$ cat src/rtl/fp_from_int_if.sv
// Handshake bundle for fp_from_int: integer operand in, packed {sign, exp, mant} word out.
interface fp_from_int_if #(
  parameter int IW = 32,
  parameter int NX = 8,
  parameter int NM = 23
);
  logic              in_valid;
  logic              in_ready;
  logic [IW-1:0]     in_data;
  logic              in_signed;
  logic              out_valid;
  logic              out_ready;
  logic [NX+NM:0]    out_data;
  logic              out_inexact;
  logic              out_overflow;

  modport master (
    output in_valid, in_data, in_signed, out_ready,
    input  in_ready, out_valid, out_data, out_inexact, out_overflow
  );

  modport slave (
    input  in_valid, in_data, in_signed, out_ready,
    output in_ready, out_valid, out_data, out_inexact, out_overflow
  );
endinterface

$ cat src/rtl/fp_from_int.sv
// Iterative integer -> {sign, exp, mant} converter, round-to-nearest-even, one operation in flight.
// Optional FP_FROM_INT_FASTNORM_EN: single-cycle leading-zero normalisation instead of 1 bit/cycle.
module fp_from_int #(
  parameter int IW = 32,
  parameter int NX = 8,
  parameter int NM = 23
) (
  input  logic         clk,
  input  logic         rst,
  fp_from_int_if.slave bus
);

  localparam int LZW  = (IW > 2) ? $clog2(IW) : 1;
  localparam int EW   = NX + 2;
  localparam int XW   = IW + NM + 1;
  localparam int BIAS = (1 << (NX - 1)) - 1;
  localparam int EMAX = (1 << NX) - 1;

  typedef enum logic [1:0] {IDLE, NORM, ROUND, DONE} state_t;

  state_t           state;
  logic [IW-1:0]    mag;
  logic [LZW-1:0]   lz;
  logic             sign;
  logic             in_ready_q;
  logic             out_valid_q;
  logic [NX+NM:0]   out_data_q;
  logic             inexact_q;
  logic             ovf_q;

  logic             sgn_in;
  logic [IW-1:0]    abs_in;
  logic [XW-1:0]    ext;
  logic [NM-1:0]    mant_raw;
  logic             g_bit;
  logic             s_bit;
  logic             rnd_up;
  logic [NM:0]      mant_sum;
  logic [EW-1:0]    exp_sum;
  logic             ovf;

  assign bus.in_ready     = in_ready_q;
  assign bus.out_valid    = out_valid_q;
  assign bus.out_data     = out_data_q;
  assign bus.out_inexact  = inexact_q;
  assign bus.out_overflow = ovf_q;

  // Most-negative input negates to 2^(IW-1), which is still representable unsigned.
  assign sgn_in = bus.in_signed & bus.in_data[IW-1];
  assign abs_in = sgn_in ? (~bus.in_data + IW'(1)) : bus.in_data;

  // Bits below the leading one, zero-padded so mant/G/S always exist.
  always_comb begin
    ext      = {mag[IW-2:0], {(NM+2){1'b0}}};
    mant_raw = ext[XW-1 -: NM];
    g_bit    = ext[XW-1-NM];
    s_bit    = |ext[XW-2-NM:0];
    rnd_up   = g_bit & (s_bit | mant_raw[0]);
    mant_sum = {1'b0, mant_raw} + {{NM{1'b0}}, rnd_up};
    exp_sum  = EW'(BIAS) + EW'(IW - 1) - EW'(lz) + EW'(mant_sum[NM]);
    ovf      = (exp_sum >= EW'(EMAX));
  end

`ifdef FP_FROM_INT_FASTNORM_EN
  logic [LZW-1:0] lzc;
  logic           found;

  always_comb begin
    lzc   = '0;
    found = 1'b0;
    for (int i = IW - 1; i >= 0; i--) begin
      if (!found && mag[i]) begin
        found = 1'b1;
        lzc   = LZW'(IW - 1 - i);
      end
    end
  end
`endif

  always_ff @(posedge clk) begin
    if (rst) begin
      state       <= IDLE;
      mag         <= '0;
      lz          <= '0;
      sign        <= 1'b0;
      in_ready_q  <= 1'b1;
      out_valid_q <= 1'b0;
      out_data_q  <= '0;
      inexact_q   <= 1'b0;
      ovf_q       <= 1'b0;
    end else begin
      case (state)
        IDLE: begin
          if (bus.in_valid) begin
            sign       <= sgn_in;
            mag        <= abs_in;
            lz         <= '0;
            in_ready_q <= 1'b0;
            if (abs_in == '0) begin
              out_data_q  <= '0;
              inexact_q   <= 1'b0;
              ovf_q       <= 1'b0;
              out_valid_q <= 1'b1;
              state       <= DONE;
            end else begin
              state <= NORM;
            end
          end
        end
        NORM: begin
`ifdef FP_FROM_INT_FASTNORM_EN
          mag   <= mag << lzc;
          lz    <= lzc;
          state <= ROUND;
`else
          if (mag[IW-1]) begin
            state <= ROUND;
          end else begin
            mag <= mag << 1;
            lz  <= lz + LZW'(1);
          end
`endif
        end
        ROUND: begin
          if (ovf) begin
            out_data_q <= {sign, {NX{1'b1}}, {NM{1'b0}}};
          end else begin
            out_data_q <= {sign, exp_sum[NX-1:0], mant_sum[NM-1:0]};
          end
          inexact_q   <= g_bit | s_bit | ovf;
          ovf_q       <= ovf;
          out_valid_q <= 1'b1;
          state       <= DONE;
        end
        DONE: begin
          if (bus.out_ready) begin
            out_valid_q <= 1'b0;
            in_ready_q  <= 1'b1;
            state       <= IDLE;
          end
        end
        default: state <= IDLE;
      endcase
    end
  end

endmodule

$ cat src/flat_wrapper.sv
// flat-port wrapper written by rule: the top's interface ports become plain ports
module fp_from_int_flat 
#(
  parameter int IW = 32,
  parameter int NX = 8,
  parameter int NM = 23
)
  (clk, rst, bus_in_valid, bus_in_data, bus_in_signed, bus_out_ready, bus_in_ready, bus_out_valid, bus_out_data, bus_out_inexact, bus_out_overflow);
  fp_from_int_if #(.IW(IW), .NX(NX), .NM(NM)) bus_i ();
  input  logic clk;
  input  logic rst;
  input wire logic [$bits(bus_i.in_valid)-1:0] bus_in_valid;
  input wire logic [$bits(bus_i.in_data)-1:0] bus_in_data;
  input wire logic [$bits(bus_i.in_signed)-1:0] bus_in_signed;
  input wire logic [$bits(bus_i.out_ready)-1:0] bus_out_ready;
  output wire logic [$bits(bus_i.in_ready)-1:0] bus_in_ready;
  output wire logic [$bits(bus_i.out_valid)-1:0] bus_out_valid;
  output wire logic [$bits(bus_i.out_data)-1:0] bus_out_data;
  output wire logic [$bits(bus_i.out_inexact)-1:0] bus_out_inexact;
  output wire logic [$bits(bus_i.out_overflow)-1:0] bus_out_overflow;
  assign bus_i.in_valid = bus_in_valid;
  assign bus_i.in_data = bus_in_data;
  assign bus_i.in_signed = bus_in_signed;
  assign bus_i.out_ready = bus_out_ready;
  assign bus_in_ready = bus_i.in_ready;
  assign bus_out_valid = bus_i.out_valid;
  assign bus_out_data = bus_i.out_data;
  assign bus_out_inexact = bus_i.out_inexact;
  assign bus_out_overflow = bus_i.out_overflow;
  fp_from_int #(.IW(IW), .NX(NX), .NM(NM)) u_core (.clk(clk), .rst(rst), .bus(bus_i));
endmodule
$ cat config.mk
export PLATFORM = sky130hd
export DESIGN_NAME = fp_from_int_flat
export DESIGN_NICKNAME = d
export VERILOG_FILES = /design/src/rtl/fp_from_int_if.sv /design/src/rtl/fp_from_int.sv /design/src/flat_wrapper.sv
export SDC_FILE = /design/constraint.sdc
export NUM_CORES = 1
export LEC_CHECK = 0
export CAP_MARGIN = 15
export CORE_MARGIN = 2
export CORE_UTILIZATION = 25
export DETAILED_ROUTE_END_ITERATION = 12
export SLEW_MARGIN = 10
export SYNTH_ARGS = -nofsm -noshare
export SYNTH_HDL_FRONTEND = slang
export SYNTH_SLANG_ARGS = --single-unit
$ cat constraint.sdc
create_clock -name clk -period 3.59 [get_ports clk]
set_clock_uncertainty 0.05 [all_clocks]
set_input_delay 0.5385 -clock clk [delete_from_list [all_inputs] [get_ports clk]]
set_output_delay 0.5385 -clock clk [all_outputs]
set_load 0.02 [all_outputs]
==> results by group, run 1 <==
Detailed routing
  – Avg WL per Cell: 14.7 um
  – Vias per cell: approximately 5
  – Remaining antenna violation count: 0
  – Total wire length: ~16 mm
  – DR vias: between 5,000 and 6,000
  – DRT Pass-1 Iters: 7
  – Drt drc: 0
  – Starting DRC count in detailed routing: around 400

Global routing
  – Vias in the first global route: about 4,900
  – Total GRT Usage: between 10 and 15%
  – First-pass GRT wire length: between 20 and 30 mm
  – Largest net degree at the start of global routing: 35
  – Grt total ovfl: 0
  – Number of antenna violations at the first check in global routing: 0

Clock network
  – CTS max path bufs: 2
  – Insertion delay to the later sink of the worst-skew pair: between 0.3 and 0.4 ns
  – Reg clk slew, reported paths: about 0.060 ns
  – CTS root buf: clkbuf_16
  – CTS tree: yes
  – Htree depth: 3
  – Hold_buf cts: 0
  – Clock Sinks: 76
  – Total CTS buffers: 9

Logic synthesis
  – Compound-cell area share of the yosys netlist: approximately 24%
  – Largest family of logic cells by synthesized area: simple AND/OR/NAND/NOR gates
  – Synth area leader: dfxtp_1
  – Sequential area share after synthesis: a little under a third
  – Syn avg cell area: ~7.4 um2
  – Top cell type's share of synthesized area: ~30%
  – Most common flop cell mapped by yosys: dfxtp_1
  – EDFF count, synth: 0
  – Mux cell area share after synthesis: less than 1%
  – Post-Synth XOR/XNOR Area: about 8.8%
  – Adder-Cell Fraction of Synth Area: 2.71%
  – Mapped cell area: 5070 um2
  – Dominant cells by area after synthesis: dfxtp_1 30%, nand3_1 6.2%, a21oi_1 6.0%
  – Netlist cell types: 59
  – Async SR Flop Fraction: 0%
  – Yosys reg bits: 76
  – Syn Inst Count: 684
  – Synth Net Count: ~730
  – Yosys warning count: 0
  – Simple-gate share of the synthesized area: between 20 and 30%

STA
  – Fin crit period: around 3.5 ns
  – Max-slew headroom: between 50% and 60%
  – Final Hold Fails: 0
  – Hold slack: 0.396 ns
  – # setup viols final: 0
  – Worst slew pin tran: 0.631 ns
  – Pins Over Slew Limit: 0
  – RSZ-0062 raised after global routing: no
  – Tcrit/Tclk final: a little over nine tenths
  – Top achievable clock speed: between 200 and 300 MHz

Die
  – Top Ports: 73
  – Die Footprint: about 21,000 um2
  – Die Y: between 100 and 150 um
  – Placeable Area: approximately 20,000 um2
  – Initial Util: 25.3%
  – Die Span X: between 100 and 150 um
  – FP Rows: 52

Setup path
  – Crit path DAT: ~3.7 ns
  – Critical path data required time: 3.80 ns
  – Startpoint type of the worst setup path: primary input
  – CP max FO: 9
  – Setup Crit Path Kind: primary input to flip-flop
  – Worst Setup End Kind: flip-flop

Layout
  – Area Growth Syn to Fin: 38.2%
  – Design area: approximately 7000 um2
  – Diodes inserted: 0
  – Post-route insts no fill: roughly 1,100
  – Layout net count: 853
  – Share of layout cells above drive strength 1: 16.4%

Placement
  – Port bufs: roughly 70
  – Placed Area: roughly 6600 um2
  – GP Congestion: a little under 0.9
  – Placed Instances: 1,058
  – Post-DP HPWL: about 12 mm

Hold path
  – Min-Delay Path Class: flip-flop to flip-flop

Outcome
  – Outcome: completed

Power
  – Leakage: around 2.6 nW
  – Worst VDD drop: around 310 uV
  – PwrDens: ~520 nW/um2

Job
  – Max Cap Violations: 0
==> worst max-delay path, cell delays in order <==
cell and delay, ns:
clkdlybuf4s50_1 0.47, buf_4 0.18, nor3_4 0.23, buf_4 0.16
buf_4 0.13, nand3_1 0.14, or3b_2 0.46, a21oi_1 0.15
o2111ai_1 0.23, nor4_4 0.35, buf_4 0.18, o211ai_4 0.13
buf_12 0.18, o22ai_1 0.16
==> path summary, 6_finish.rpt <==
| kind | startpoint | endpoint | slack (ns) | depth (start not counted) |
|---|---|---|---|---|
| max | bus_in_data[2] | u_core.bus.out_data[31]$_SDFFE_PP0P_ | 0.1 | 14 |
| min | u_core.bus.out_overflow$_SDFFE_PP0P_ | u_core.bus.out_overflow$_SDFFE_PP0P_ | 0.40 | 2 |
| max reg2reg | u_core.mag[7]$_SDFFE_PP0P_ | u_core.bus.out_data[28]$_SDFFE_PP0P_ | 0.70 | 12 |
| min reg2reg | u_core.bus.out_overflow$_SDFFE_PP0P_ | u_core.bus.out_overflow$_SDFFE_PP0P_ | 0.40 | 2 |
==> cell usage after synthesis, types with 3 or more instances <==
| library cell | number |
|---|---|
| nor2_1 | 49 |
| o211ai_1 | 6 |
| clkbuf_1 | 47 |
| o22ai_1 | 37 |
| a211oi_1 | 6 |
| o31ai_1 | 8 |
| buf_2 | 4 |
| nand4_1 | 12 |
| xor2_1 | 24 |
| a31oi_1 | 8 |
| nand2b_1 | 4 |
| nand3_1 | 63 |
| nor4_1 | 8 |
| dfxtp_1 | 76 |
| o21a_1 | 3 |
| nor2b_1 | 4 |
| a31o_2 | 3 |
| or3b_2 | 3 |
| and3_1 | 10 |
| nor3_1 | 14 |
| xnor2_1 | 27 |
| or4_1 | 5 |
| buf_1 | 3 |
| nor3_2 | 3 |
| nor3b_1 | 5 |
| inv_1 | 18 |
| a211o_1 | 3 |
| o21ai_0 | 44 |
| and4_1 | 3 |
| a21oi_1 | 61 |
| or3_1 | 10 |
| and2_1 | 7 |
| a21o_1 | 5 |
| ha_1 | 11 |
| buf_6 | 3 |
| nand2_1 | 55 |
==> logic make-up after synthesis <==
kind of cell | Yosys count
muxes | 2
and+or+nand+nor | 266
DFF | 76
adders and majority gates | 11
xor gates and xnor gates | 51
AOI/OAI and AO/OA | 200
buffers and inverters | 78
==> repair_timing <==
action	CTS	global route
gates cloned	0	2
buffers inserted	0	3
pin swaps	0	5
gates resized for setup	1	6
setup endpoints to repair	1	35
==> routing by layer <==
layer	GRT usage [%]	part of all wire, %	vias to the layer above
li1	-	-	2751
met3	2.19	4.7	7
met2	21.5	43	139
met5	0	0	-
met4	3.35	0.79	0
met1	21.6	51	2495
==> cell usage in the layout, fill, tap and decap left out, types with 18 or more instances in the layout <==
cell type	Yosys	routed
nor2_1	49	49
o21ai_0	44	43
dfxtp_1	76	76
a21oi_1	61	61
nand2_1	55	55
xor2_1	24	24
buf_4	1	91
clkdlybuf4s50_1	0	72
o22ai_1	37	37
nand3_1	63	63
inv_1	18	18
xnor2_1	27	27
==> report_power, final <==
group,switching (W),internal (W)
sequential,0.000284,0.00106
combinational,0.000816,0.000595
clock,0.000370,0.000556
==> cell type report <==
type	count	area, um2
inverter	20	75.1
tap	270	338
multi-input combinational	530	3260
timing repair buffer	168	1510
clock buffer	10	239
sequential	76	1520
clock inverter	6	63.8
fill	2184	13000
==> metrics by stage <==
step,total power (W),utilization [%],setup TNS (ns),worst slack (ns)
6_report,0.00368,35.0,0,0.0968
3_5_place_dp,0.00272,32.8,-10.79,-0.356
2_1_floorplan,0.00219,-,0,0.215
3_3_place_gp,0.00270,32.8,-9.39,-0.292
4_1_cts,0.00365,34.4,0,0.101
5_1_grt,0.00393,35.0,0,0.0111
==> sequential cells by signal (all words and copies together), names as in the netlist <==
name                     count
u_core.bus.out_overflow      1
u_core.sign                  1
u_core.bus.in_ready          1
u_core.bus.out_valid         1
u_core.mag                  32
u_core.lz                    5
u_core.bus.out_data         32
u_core.bus.out_inexact       1
u_core.state                 2
Power figures use the tool's default switching activity.
==> run 2: changes to the inputs <==
Settings changed: CTS_BUF_LIST set to sky130_fd_sc_hd__clkbuf_4 sky130_fd_sc_hd__clkbuf_8.
==> run 2 against run 1 <==
Compared with the run above: sequential share of layout area up 0.56 points; critical path depth down 1; sequential cell count unchanged; non-clock buffer count down 4; total power down 7.3%; critical endpoint is now u_core.bus.out_data[28]$_SDFFE_PP0P_; largest cell class unchanged.
==> results by group, run 2 (synthesis results as in run 1) <==
Outcome
  – Outcome: completed (unchanged)

Detailed routing
  – Drt drc: 0 (unchanged)
  – Total wire length: 15.6 mm (was 15.9 mm)
  – DR vias: 5,339 (was 5,392)
  – Remaining antenna violation count: 0 (unchanged)
  – Avg WL per Cell: 14.5 um (was 14.7 um)
  – DRT Pass-1 Iters: 5 (was 7)
  – Vias per cell: 4.96 (was 4.99)
  – Starting DRC count in detailed routing: 372 (was 410)

Layout
  – Diodes inserted: 0 (unchanged)
  – Commonest non-fill, non-tap cell in the layout: buf_4 (unchanged)
  – Area Growth Syn to Fin: 34.7% (was 38.2%)
  – Layout net count: 849 (was 853)
  – Share of layout cells above drive strength 1: 15.9% (was 16.4%)
  – Fill cells: 2,215 (was 2,184)
  – Design area: 6830 um2 (was 7010 um2)
  – Post-route insts no fill: 1,076 (was 1,080)
  – Commonest cells after routing, fill and taps aside: 89 x buf_4, 76 x dfxtp_1, 72 x clkdlybuf4s50_1 (was 91 x buf_4, 76 x dfxtp_1, 72 x clkdlybuf4s50_1)

Clock network
  – Reg clk slew, reported paths: 0.08 ns (was 0.06 ns)
  – Total CTS buffers: 9 (unchanged)
  – CTS root buf: clkbuf_8 (was clkbuf_16)
  – Clock Sinks: 76 (unchanged)
  – CTS tree: yes (unchanged)
  – Insertion delay to the later sink of the worst-skew pair: 0.36 ns (was 0.33 ns)
  – CTS max path bufs: 2 (unchanged)
  – Hold_buf cts: 0 (unchanged)
  – Htree depth: 3 (unchanged)

Power
  – Worst VDD drop: 202 uV (was 311 uV)
  – PwrDens: 499 nW/um2 (was 525 nW/um2)
  – Cell internal pwr: 0.00198 W (was 0.00221 W)
  – Sw Share: 41.9% (was 40.0%)
  – Tot Pwr: 0.00341 W (was 0.00368 W)
  – Comb pwr share: 40.6% (was 38.4%)
  – Switch Pwr: 0.00143 W (was 0.00147 W)
  – Sequential share of power: 39.4% (was 36.5%)
  – Leakage: 2.49 nW (was 2.57 nW)
  – Part of the power in the clock network: 20.0% (was 25.2%)

Setup path
  – R2R cell count: 12 (unchanged)
  – Setup Crit Path Kind: primary input to flip-flop (unchanged)
  – Startpoint type of the worst setup path: primary input (unchanged)
  – Critical path data required time: 3.83 ns (was 3.80 ns)
  – CP max FO: 33 (was 9)
  – Worst Setup End Kind: flip-flop (unchanged)
  – Crit path DAT: 3.67 ns (was 3.70 ns)

STA
  – Top achievable clock speed: 291 MHz (was 286 MHz)
  – Fin crit period: 3.43 ns (was 3.49 ns)
  – Final Hold Fails: 0 (unchanged)
  – Tcrit/Tclk final: 95.6% (was 97.3%)
  – Worst slew pin tran: 0.635 ns (was 0.631 ns)
  – # setup viols final: 0 (unchanged)
  – Pins Over Slew Limit: 0 (unchanged)
  – Setup Total Neg Slack: 0 ns (unchanged)
  – Hold slack: 0.400 ns (was 0.396 ns)
  – Max-slew headroom: 57.6% (was 57.9%)

Die
  – FP Rows: 52 (unchanged)
  – Top Ports: 73 (unchanged)
  – Initial Util: 25.3% (unchanged)
  – Die Y: 146 um (unchanged)
  – Die Span X: 146 um (unchanged)
  – Die Footprint: 21,400 um2 (unchanged)
  – Placeable Area: 20,000 um2 (unchanged)

Placement
  – Post-DP HPWL: 11.7 mm (unchanged)
  – Placed Instances: 1,058 (unchanged)
  – Placed Area: 6580 um2 (unchanged)
  – Port bufs: 72 (unchanged)
  – GP Congestion: 0.873 (unchanged)

Global routing
  – First-pass GRT wire length: 25.3 mm (was 25.5 mm)
  – Vias in the first global route: 4,831 (was 4,857)
  – Number of antenna violations at the first check in global routing: 0 (unchanged)
  – Largest net degree at the start of global routing: 35 (unchanged)
  – Grt total ovfl: 0 (unchanged)
  – Total GRT Usage: 14.3% (was 14.4%)

Hold path
  – Min-Delay Path Class: flip-flop to flip-flop (unchanged)
  – Hold path depth: 2 (unchanged)

Job
  – Max Cap Violations: 0 (unchanged)
-- run 2: through the flow --
stage / setup slack [ns] / utilization, %
final: 0.157 / 34.1
after global routing: -0.0000342 / 34.1
after CTS: 0.0284 / 33.8
after detailed placement: -0.356 / 32.8
after global placement: -0.292 / 32.8
after floorplan: 0.215 / -
-- run 2: layer usage --
layer	global-route usage, %	vias up	part of all wire, %
li1	-	2734	-
met5	0	-	0
met4	3.93	0	1.2
met3	1.91	13	4.8
met1	21.5	2449	52
met2	21.4	143	42
-- run 2: final cells by class --
class	instances	area [um2]	share of cell area [%]
well taps	270	338	4.94
clock buffers	10	138	2.01
repair buffers	164	1440	21.1
clock inverters	6	63.8	0.934
flip-flops and latches	76	1520	22.3
multi-input cells	530	3250	47.6
inverters	20	75.1	1.10
-- run 2: final timing paths --
| path | end | slack [ns] | startpoint |
|---|---|---|---|
| worst max register to register | u_core.bus.out_data[28]$_SDFFE_PP0P_ | 0.70 | u_core.mag[7]$_SDFFE_PP0P_ |
| worst min-delay path | u_core.bus.out_overflow$_SDFFE_PP0P_ | 0.40 | u_core.bus.out_overflow$_SDFFE_PP0P_ |
| worst max-delay path | u_core.bus.out_data[28]$_SDFFE_PP0P_ | 0.16 | bus_in_data[0] |
| worst min register to register | u_core.bus.out_overflow$_SDFFE_PP0P_ | 0.40 | u_core.bus.out_overflow$_SDFFE_PP0P_ |
-- run 2: what timing repair did --
action,CTS,global route
resized for setup,0,5
endpoints found under the setup margin,0,35
setup buffers,0,1
-- run 2: power by group through the flow --
stage	clock (W)	sequential (W)	combinational (W)
after floorplan	0	0.00130	0.000888
after global placement	0	0.00135	0.00136
after detailed placement	0	0.00135	0.00137
after CTS	0.000690	0.00133	0.00138
after global routing	0.000726	0.00137	0.00156
final	0.000681	0.00134	0.00138
-- run 2: worst max-delay path, cell delays in order --
cell	delay, ns
clkdlybuf4s50_1	0.42
inv_1	0.07
ha_1	0.18
or3b_4	0.42
or3_1	0.35
a211oi_2	0.22
o211ai_1	0.10
or4_4	0.44
nor4_4	0.31
buf_4	0.16
o211ai_2	0.10
buf_12	0.19
o22ai_1	0.16
==> run 3: changes to the inputs <==
Settings changed: CTS_CLUSTER_DIAMETER set to 80, SLEW_MARGIN 10 to unset.
==> run 3 against run 2 <==
Compared with the run above: sequential cell count unchanged; wire length up 0.21%; via count up 0.47%; global-route usage unchanged; cell count unchanged; register-to-register slack about the same; clock power down 1%; sequential power about the same; largest cell class unchanged; hold slack worse by 0.0015 ns; critical endpoint is now u_core.bus.out_data[31]$_SDFFE_PP0P_; clock-buffer cell count unchanged; worst setup slack worse by 0.0052 ns; die area unchanged.
==> results by group, run 3 (synthesis results as in run 1) <==
Setup path
  – CP cell instances: clkdlybuf4s50_1, inv_1, ha_1, or3b_4, or3_1, a211oi_2, o211ai_1, or4_4, nor4_4, buf_4, o211ai_2, buf_12, o22ai_1 (unchanged)
  – Slowest Stage Delay on Critical Path: 0.44 ns (about the same)
  – Setup Crit Path Kind: primary input to flip-flop (unchanged)
  – CP bufs+invs: 4 (unchanged)
  – Worst Setup End Kind: flip-flop (unchanged)
  – R2r setup slk: 0.69 ns (was 0.70 ns)
  – Largest delay share family, worst path: simple AND/OR/NAND/NOR gates (unchanged)
  – Worst path slowest cell: or4_4 (unchanged)
  – Crit path DAT: 3.67 ns (about the same)
  – Startpoint type of the worst setup path: primary input (unchanged)
  – CP max FO: 33 (unchanged)
  – Critical path data required time: 3.82 ns (was 3.83 ns)

Detailed routing
  – Vias per cell: 4.99 (was 4.96)
  – DR vias: 5,364 (was 5,339)
  – Avg WL per Cell: 14.5 um (about the same)
  – DRT Pass-1 Iters: 6 (was 5)
  – Starting DRC count in detailed routing: 381 (was 372)
  – Drt drc: 0 (unchanged)
  – Remaining antenna violation count: 0 (unchanged)
  – Total wire length: 15.6 mm (about the same)

Die
  – Initial Util: 25.3% (unchanged)
  – Die Span X: 146 um (unchanged)
  – FP Rows: 52 (unchanged)
  – Die Y: 146 um (unchanged)
  – Die Footprint: 21,400 um2 (unchanged)
  – Placeable Area: 20,000 um2 (unchanged)
  – Top Ports: 73 (unchanged)

Layout
  – Diodes inserted: 0 (unchanged)
  – Commonest cells after routing, fill and taps aside: 89 x buf_4, 76 x dfxtp_1, 72 x clkdlybuf4s50_1 (unchanged)
  – Share of layout cells above drive strength 1: 15.9% (unchanged)
  – Post-route insts no fill: 1,076 (unchanged)
  – Commonest non-fill, non-tap cell in the layout: buf_4 (unchanged)
  – Fill cells: 2,213 (was 2,215)
  – Layout net count: 849 (unchanged)
  – Area Growth Syn to Fin: 35.0% (was 34.7%)
  – Design area: 6850 um2 (was 6830 um2)

Placement
  – Post-DP HPWL: 11.7 mm (unchanged)
  – Placed Instances: 1,058 (unchanged)
  – GP Congestion: 0.873 (unchanged)
  – Placed Area: 6580 um2 (unchanged)
  – Pre-CTS setup slack: -0.356 ns (unchanged)
  – Port bufs: 72 (unchanged)

Global routing
  – Vias in the first global route: 4,831 (unchanged)
  – Largest net degree at the start of global routing: 35 (unchanged)
  – Number of antenna violations at the first check in global routing: 0 (unchanged)
  – First-pass GRT wire length: 25.3 mm (unchanged)
  – Grt total ovfl: 0 (unchanged)
  – Total GRT Usage: 14.3% (unchanged)

STA
  – Top achievable clock speed: 291 MHz (about the same)
  – Max-slew headroom: 57.6% (about the same)
  – Hold slack: 0.398 ns (was 0.400 ns)
  – Fin crit period: 3.44 ns (was 3.43 ns)
  – Final Hold Fails: 0 (unchanged)
  – Worst slew pin tran: 0.635 ns (about the same)
  – Post-route worst setup slack: 0.152 ns (was 0.157 ns)
  – Tcrit/Tclk final: 95.8% (was 95.6%)
  – # setup viols final: 0 (unchanged)
  – Pins Over Slew Limit: 0 (unchanged)

Clock network
  – CTS root buf: clkbuf_8 (unchanged)
  – CTS max path bufs: 2 (unchanged)
  – CTS tree: yes (unchanged)
  – Insertion delay to the later sink of the worst-skew pair: 0.36 ns (about the same)
  – Clock Sinks: 76 (unchanged)
  – Total CTS buffers: 9 (unchanged)
  – Htree depth: 3 (unchanged)
  – Reg clk slew, reported paths: 0.08 ns (about the same)

Power
  – Tot Pwr: 0.00341 W (about the same)
  – PwrDens: 498 nW/um2 (was 499 nW/um2)
  – Worst VDD drop: 201 uV (was 202 uV)
  – Leakage: 2.50 nW (was 2.49 nW)

Hold path
  – Min-Delay Path Class: flip-flop to flip-flop (unchanged)

Job
  – Max Cap Violations: 0 (unchanged)

Outcome
  – Outcome: completed (unchanged)
==> run 3: what timing repair did <==
action,4_1_cts,5_1_grt
endpoints found under the hold margin,0,0
hold buffers,0,0
resized for setup,0,5
setup buffers,0,1
endpoints found under the setup margin,0,35
==> run 3: path summary, 6_finish.rpt <==
check | from | depth (start not counted) | to
worst max-delay path | bus_in_data[0] | 13 | u_core.bus.out_data[31]$_SDFFE_PP0P_
worst min-delay path | u_core.bus.out_overflow$_SDFFE_PP0P_ | 2 | u_core.bus.out_overflow$_SDFFE_PP0P_
worst min register to register | u_core.bus.out_overflow$_SDFFE_PP0P_ | 2 | u_core.bus.out_overflow$_SDFFE_PP0P_
worst max register to register | u_core.mag[11]$_SDFFE_PP0P_ | 12 | u_core.bus.out_data[28]$_SDFFE_PP0P_
==> run 3: worst reg2reg max path, stage by stage (launching register included) <==
cell and delay (ns):
dfxtp_1 0.45, and4_1 0.29, nand4_1 0.15, nor2_1 0.23
and2_1 0.24, and3_1 0.23, ha_1 0.18, nor2b_1 0.28
nand2_1 0.11, nand3_1 0.12, o22ai_1 0.08, a22oi_1 0.24
o22ai_1 0.10
==> run 3: stage by stage <==
stage          utilization [%]  TNS (ns)
6_report                  34.2         0
2_1_floorplan                -         0
4_1_cts                   33.8         0
3_3_place_gp              32.8     -9.39
3_5_place_dp              32.8    -10.79
5_1_grt                   34.2  -0.00410
==> run 3: layout make-up <==
cell class	instances	area, um2	area share [%]
clock inverter	6	63.8	0.932
timing repair buffer	164	1460	21.3
inverter	20	75.1	1.10
tap	270	338	4.94
multi-input combinational	530	3250	47.5
clock buffer	10	138	2.01
sequential	76	1520	22.2
==> run 3: layer usage <==
layer | wire [um] | GRT usage [%]
met1 | 7940 | 21.5
met2 | 6680 | 21.4
met3 | 847 | 1.91
met4 | 180 | 3.93
met5 | 0 | 0
==> run 3: power breakdown <==
group	switching [W]	internal (W)	total [W]
Sequential	0.000285	0.00106	0.00134
Clock	0.000335	0.000339	0.000673
Combinational	0.000804	0.000589	0.00139
==> RTL change 1, RTL diff (settings of run 1) <==
The 4 states of `state_t` get a one-hot encoding in 4 bits.
--- a/src/rtl/fp_from_int.sv
+++ b/src/rtl/fp_from_int.sv
@@ -17,5 +17,5 @@
   localparam int EMAX = (1 << NX) - 1;
 
-  typedef enum logic [1:0] {IDLE, NORM, ROUND, DONE} state_t;
+  typedef enum logic [3:0] {IDLE = 4'b0001, NORM = 4'b0010, ROUND = 4'b0100, DONE = 4'b1000} state_t;
 
   state_t           state;
Formal check against the unedited RTL: no difference found for any inputs over 4 cycles, from zero or initial values and one cycle with rst high; so few cycles prove little.
==> RTL change 1 against run 1 <==
Area after synthesis is 6.8% lower. Final area shrank 1.3%. Synthesized cell count decreased by 11%. Sequential share of layout area is 0.86 points higher. Non-clock buffer count rose by 10. Sequential cell count is 2 higher. Worst setup slack worse by 0.044 ns. First-iteration DRC count decreased by 29%. Wire length fell by 12%. Critical endpoint is now u_core.bus.out_data[5]$_SDFFE_PP0P_.
Power is not compared: it rests on default switching activity, and its combinational part moved more than twofold at a synthesized area within 25%.
==> RTL change 1: results (changes against run 1) <==
outcome=finished clean (unchanged); area fraction of the dominant cell type after synthesis=0.330 (was 0.300); via count=4871 (was 5392); vias in the first global route=4319 (was 4857); wire length on met1=6900 um (was 8150 um); sequential-to-total area share from yosys stat=0.330 (was 0.300); Post-Syn Nets=654 (was 732); Initial DRT Pass Iterations=5 (was 7); cell family with most CP delay=simple AND/OR/NAND/NOR gates (was buffers and inverters); top cells by area, synth=dfxtp_1, xnor2_1, xor2_1, nand2_1, nor2_1 (was dfxtp_1, nand3_1, a21oi_1, xnor2_1, o22ai_1); Unique masters post-synth=56 (was 59); met2 wire length=6170 um (was 6840 um); Nets=805 (was 853); slowest stage cell, crit path=or4_4 (was clkdlybuf4s50_1); Tot GR Track Use=0.133 (was 0.144); Fillers=1977 (was 2184); Rel. slew slack=0.356 (was 0.579); top cells by count, synth=dfxtp_1, nand2_1, nor2_1, a21oi_1, inv_1 (was dfxtp_1, nand3_1, a21oi_1, nand2_1, nor2_1); GR Util met1=0.191 (was 0.216); Detailed Place HPWL=10400 um (was 11700 um); xor/xnor share of the synthesized area=0.104 (was 0.0881); drt initial violations=292 (was 410); Final Wtd Congestion=0.892 (was 0.873); largest net degree at the start of global routing=49 (was 35); GR Util met2=0.197 (was 0.215)
[RTL change 1: what timing repair did]
action | CTS | global route
setup buffers | 0 | 8
endpoints found under the setup margin | 0 | 35
gates resized for setup | 0 | 38
[RTL change 1: stage by stage]
stage	std cells	instance area [um^2]	setup TNS (ns)	setup slack, ns	hold slack, ns
after floorplan	612	4730	0	0.248	0.376
after global placement	975	6310	-9.24	-0.307	0.368
after detailed placement	975	6310	-8.97	-0.298	0.372
after CTS	990	6630	0	0.0534	0.381
after global routing	1001	6920	-0.204	-0.0345	0.415
final	1001	6920	0	0.0528	0.378
[RTL change 1: area by class of cell]
class / count / area share
tap: 234 / 0.0423
timing repair buffer: 178 / 0.231
multi-input combinational: 457 / 0.434
clock buffer: 11 / 0.0365
inverter: 39 / 0.0212
sequential: 78 / 0.226
clock inverter: 4 / 0.0101
[RTL change 1: path summary, 6_finish.rpt]
| kind | startpoint | to | slack [ns] | cells after the start |
|---|---|---|---|---|
| min | u_core.bus.out_overflow$_SDFFE_PP0P_ | u_core.bus.out_overflow$_SDFFE_PP0P_ | 0.38 | 2 |
| max reg2reg | u_core.mag[7]$_SDFFE_PP0P_ | u_core.bus.out_data[28]$_SDFFE_PP0P_ | 0.76 | 10 |
| max | bus_in_data[25] | u_core.bus.out_data[5]$_SDFFE_PP0P_ | 0.05 | 12 |
| min reg2reg | u_core.bus.out_overflow$_SDFFE_PP0P_ | u_core.bus.out_overflow$_SDFFE_PP0P_ | 0.38 | 2 |
[RTL change 1: kinds of logic (layout without fill, tap and decap cells)]
family          after synthesis  count (layout)
mux                           6               6
buf+inv                      77             232
flops                        78              78
xor+xnor                     56              56
compound gates              157             157
fa+ha+maj                     5               5
simple gates                233             233
==> RTL change 2, RTL diff (flow settings as in run 1) <==
Without the edit above. The option `FP_FROM_INT_FASTNORM_EN` is turned on by a define.
--- a/src/rtl/fp_from_int.sv
+++ b/src/rtl/fp_from_int.sv
@@ -1,4 +1,6 @@
 // Iterative integer -> {sign, exp, mant} converter, round-to-nearest-even, one operation in flight.
 // Optional FP_FROM_INT_FASTNORM_EN: single-cycle leading-zero normalisation instead of 1 bit/cycle.
+`define FP_FROM_INT_FASTNORM_EN
+
 module fp_from_int #(
   parameter int IW = 32,
Function: changed (a bounded check fails within 4 cycles, from zero or initial values and one cycle with rst high).
==> RTL change 2 against run 1 <==
Combinational power grew to 5.0 times the old value. First-iteration DRC count is 38% higher. Die area is 36% higher. Register-to-register slack worse by 0.58 ns. Clock power is 2% lower. Sequential cell count stayed put. Worst setup slack better by 0.020 ns. Power grew to 2.5 times the old value. Global-route usage is 3.0 points higher. Area after synthesis is 37% higher. Wire length is 63% higher. Final area is 38% higher. Critical path depth is 1 lower.
==> RTL change 2: results (changes against run 1) <==
Detailed Place HPWL=19900 um (was 11700 um); sequential-to-total area share from yosys stat=0.219 (was 0.300); Via density=5.35 (was 4.99); Hold Path Origin=u_core.bus.out_overflow$_SDFFE_PP0P_ (unchanged); Unique masters post-synth=81 (was 59); layout cell share with drive strength beyond 1=0.259 (was 0.164); Yosys Warn Count=0 (unchanged); Crit Reg-Reg Startpoint=u_core.mag[21]$_SDFFE_PP0P_ (was u_core.mag[7]$_SDFFE_PP0P_); H-tree Lvls=3 (unchanged); Clock transition at path regs=0.06 ns (about the same); # placed instances=1401 (was 1058); drt initial violations=566 (was 410); reg-to-reg slack, setup=0.12 ns (was 0.70 ns); async set or reset register ratio after synthesis=0 (unchanged); top cells by area, synth=dfxtp_1, mux2i_1, o2bb2ai_2, nor2_1, xnor2_1 (was dfxtp_1, nand3_1, a21oi_1, xnor2_1, o22ai_1); DRT Wirelength=25800 um (was 15900 um); Tightest Pin Transition=0.687 ns (was 0.631 ns); initial antenna violation count=0 (unchanged); Tot GR Track Use=0.174 (was 0.144); top fanout value on the critical path=8 (was 9); hold depth=1 (was 2); Post-Syn Nets=925 (was 732); Final Wtd Congestion=0.979 (was 0.873); vias in the first global route=7284 (was 4857); Worst path max stage delay=0.65 ns (was 0.47 ns); average instance area after synthesis=7.91 um^2 (was 7.41 um^2); later-pin clock latency in the skew report=0.34 ns; FF-to-FF End=u_core.mag[25]$_SDFFE_PP0P_ (was u_core.bus.out_data[28]$_SDFFE_PP0P_); area fraction of the dominant cell type after synthesis=0.219 (was 0.300); Leak=3.75 nW (was 2.57 nW); CTS Root Cell=clkbuf_16 (unchanged); worst vdd ir=588 uV (was 311 uV); top cells by count, synth=nor2_1, dfxtp_1, nand2_1, clkbuf_1, mux2i_1 (was dfxtp_1, nand3_1, a21oi_1, nand2_1, nor2_1); Nets=1098 (was 853); global-route wire length before repair=40000 um (was 25500 um); Initial DRT Pass Iterations=5 (was 7); outcome=finished clean (unchanged); placed cell area=9030 um^2 (was 6580 um^2); reg2reg path depth=12 (unchanged); Num CTS Buffers=9 (unchanged); slowest stage cell, crit path=or4b_2 (was clkdlybuf4s50_1); IO buf count=72 (unchanged); Wirelength per Cell=18.1 um (was 14.7 um); largest net degree at the start of global routing=38 (was 35); antenna diode count=0 (unchanged)
RTL change 2: cell count changes after synthesis, sizes merged, moves of 15 or more:
cell	delta
mux2i	+43
a21oi	-17
o22ai	-32
nor2	+35
buf	+15
nand2	+15
nand3	-26
o2bb2ai	+33
RTL change 2: stage by stage:
step           hold WS (ns)  utilization  worst slack [ns]
3_5_place_dp          0.400        0.333            -0.369
6_report              0.413        0.356             0.117
2_1_floorplan         0.383            -             0.222
4_1_cts               0.417        0.345           0.00858
5_1_grt               0.427        0.356          -0.00208
3_3_place_gp          0.399        0.333            -0.340
RTL change 2: routing by layer:
| layer | vias to the layer above | track usage | wire (um) |
|---|---|---|---|
| met3 | 38 | 0.0449 | 2090 |
| met2 | 301 | 0.264 | 11300 |
| met1 | 3659 | 0.239 | 11800 |
| met5 | - | 0 | 0 |
| li1 | 3646 | - | - |
| met4 | 0 | 0.0543 | 657 |
RTL change 2: worst max path at each step:
stage / start / endpoint / cells past startpoint
after floorplan: bus_in_data[9] / u_core.bus.out_data[10]$_SDFFE_PP0P_ / 12
final: bus_in_data[3] / u_core.bus.out_data[25]$_SDFFE_PP0P_ / 13
after global placement: bus_in_data[3] / u_core.bus.out_overflow$_SDFFE_PP0P_ / 11
after global routing: bus_in_data[12] / u_core.bus.out_overflow$_SDFFE_PP0P_ / 12
after detailed placement: bus_in_data[3] / u_core.bus.out_data[1]$_SDFFE_PP0P_ / 11
after CTS: u_core.mag[21]$_SDFFE_PP0P_ / u_core.mag[25]$_SDFFE_PP0P_ / 12
RTL change 2: what timing repair did:
item,CTS,global route
endpoints found under the setup margin,3,38
cloned,0,4
gates resized for setup,4,33
setup buffers,0,7
pin swaps,0,13
RTL change 2: power by group:
group          internal (mW)  switching (mW)  total, mW  leakage (nW)
Combinational           2.97            4.10       7.07          2.99
Sequential              1.05           0.300       1.35         0.621
Clock                  0.526           0.381      0.907         0.146
Total                   4.54            4.78       9.33          3.75
RTL change 2: cell families (layout without fill, tap and decap cells):
logic type | Yosys count | count (layout) | share of synthesized area
compound gates | 261 | 261 | 0.306
xor+xnor | 55 | 55 | 0.0716
fa+ha+maj | 10 | 10 | 0.0180
buf+inv | 110 | 288 | 0.0723
flops | 76 | 76 | 0.219
mux | 59 | 59 | 0.0892
simple gates | 307 | 307 | 0.224
RTL change 2: cell type report:
cell class              instances  area (um^2)
flip-flops and latches         76         1520
clock buffers                  13          270
clock inverters                 3         18.8
repair buffers                244         2190
multi-input cells             692         5080
well taps                     372          465
inverters                      28          105
fillers                      2847        17500
RTL change 2: critical path: cells and delay by family:
family / cells / cell delay, ns
AOI/OAI and AO/OA: 3 / 0.49
and+or+nand+nor: 6 / 1.71
buffers and inverters: 4 / 0.96
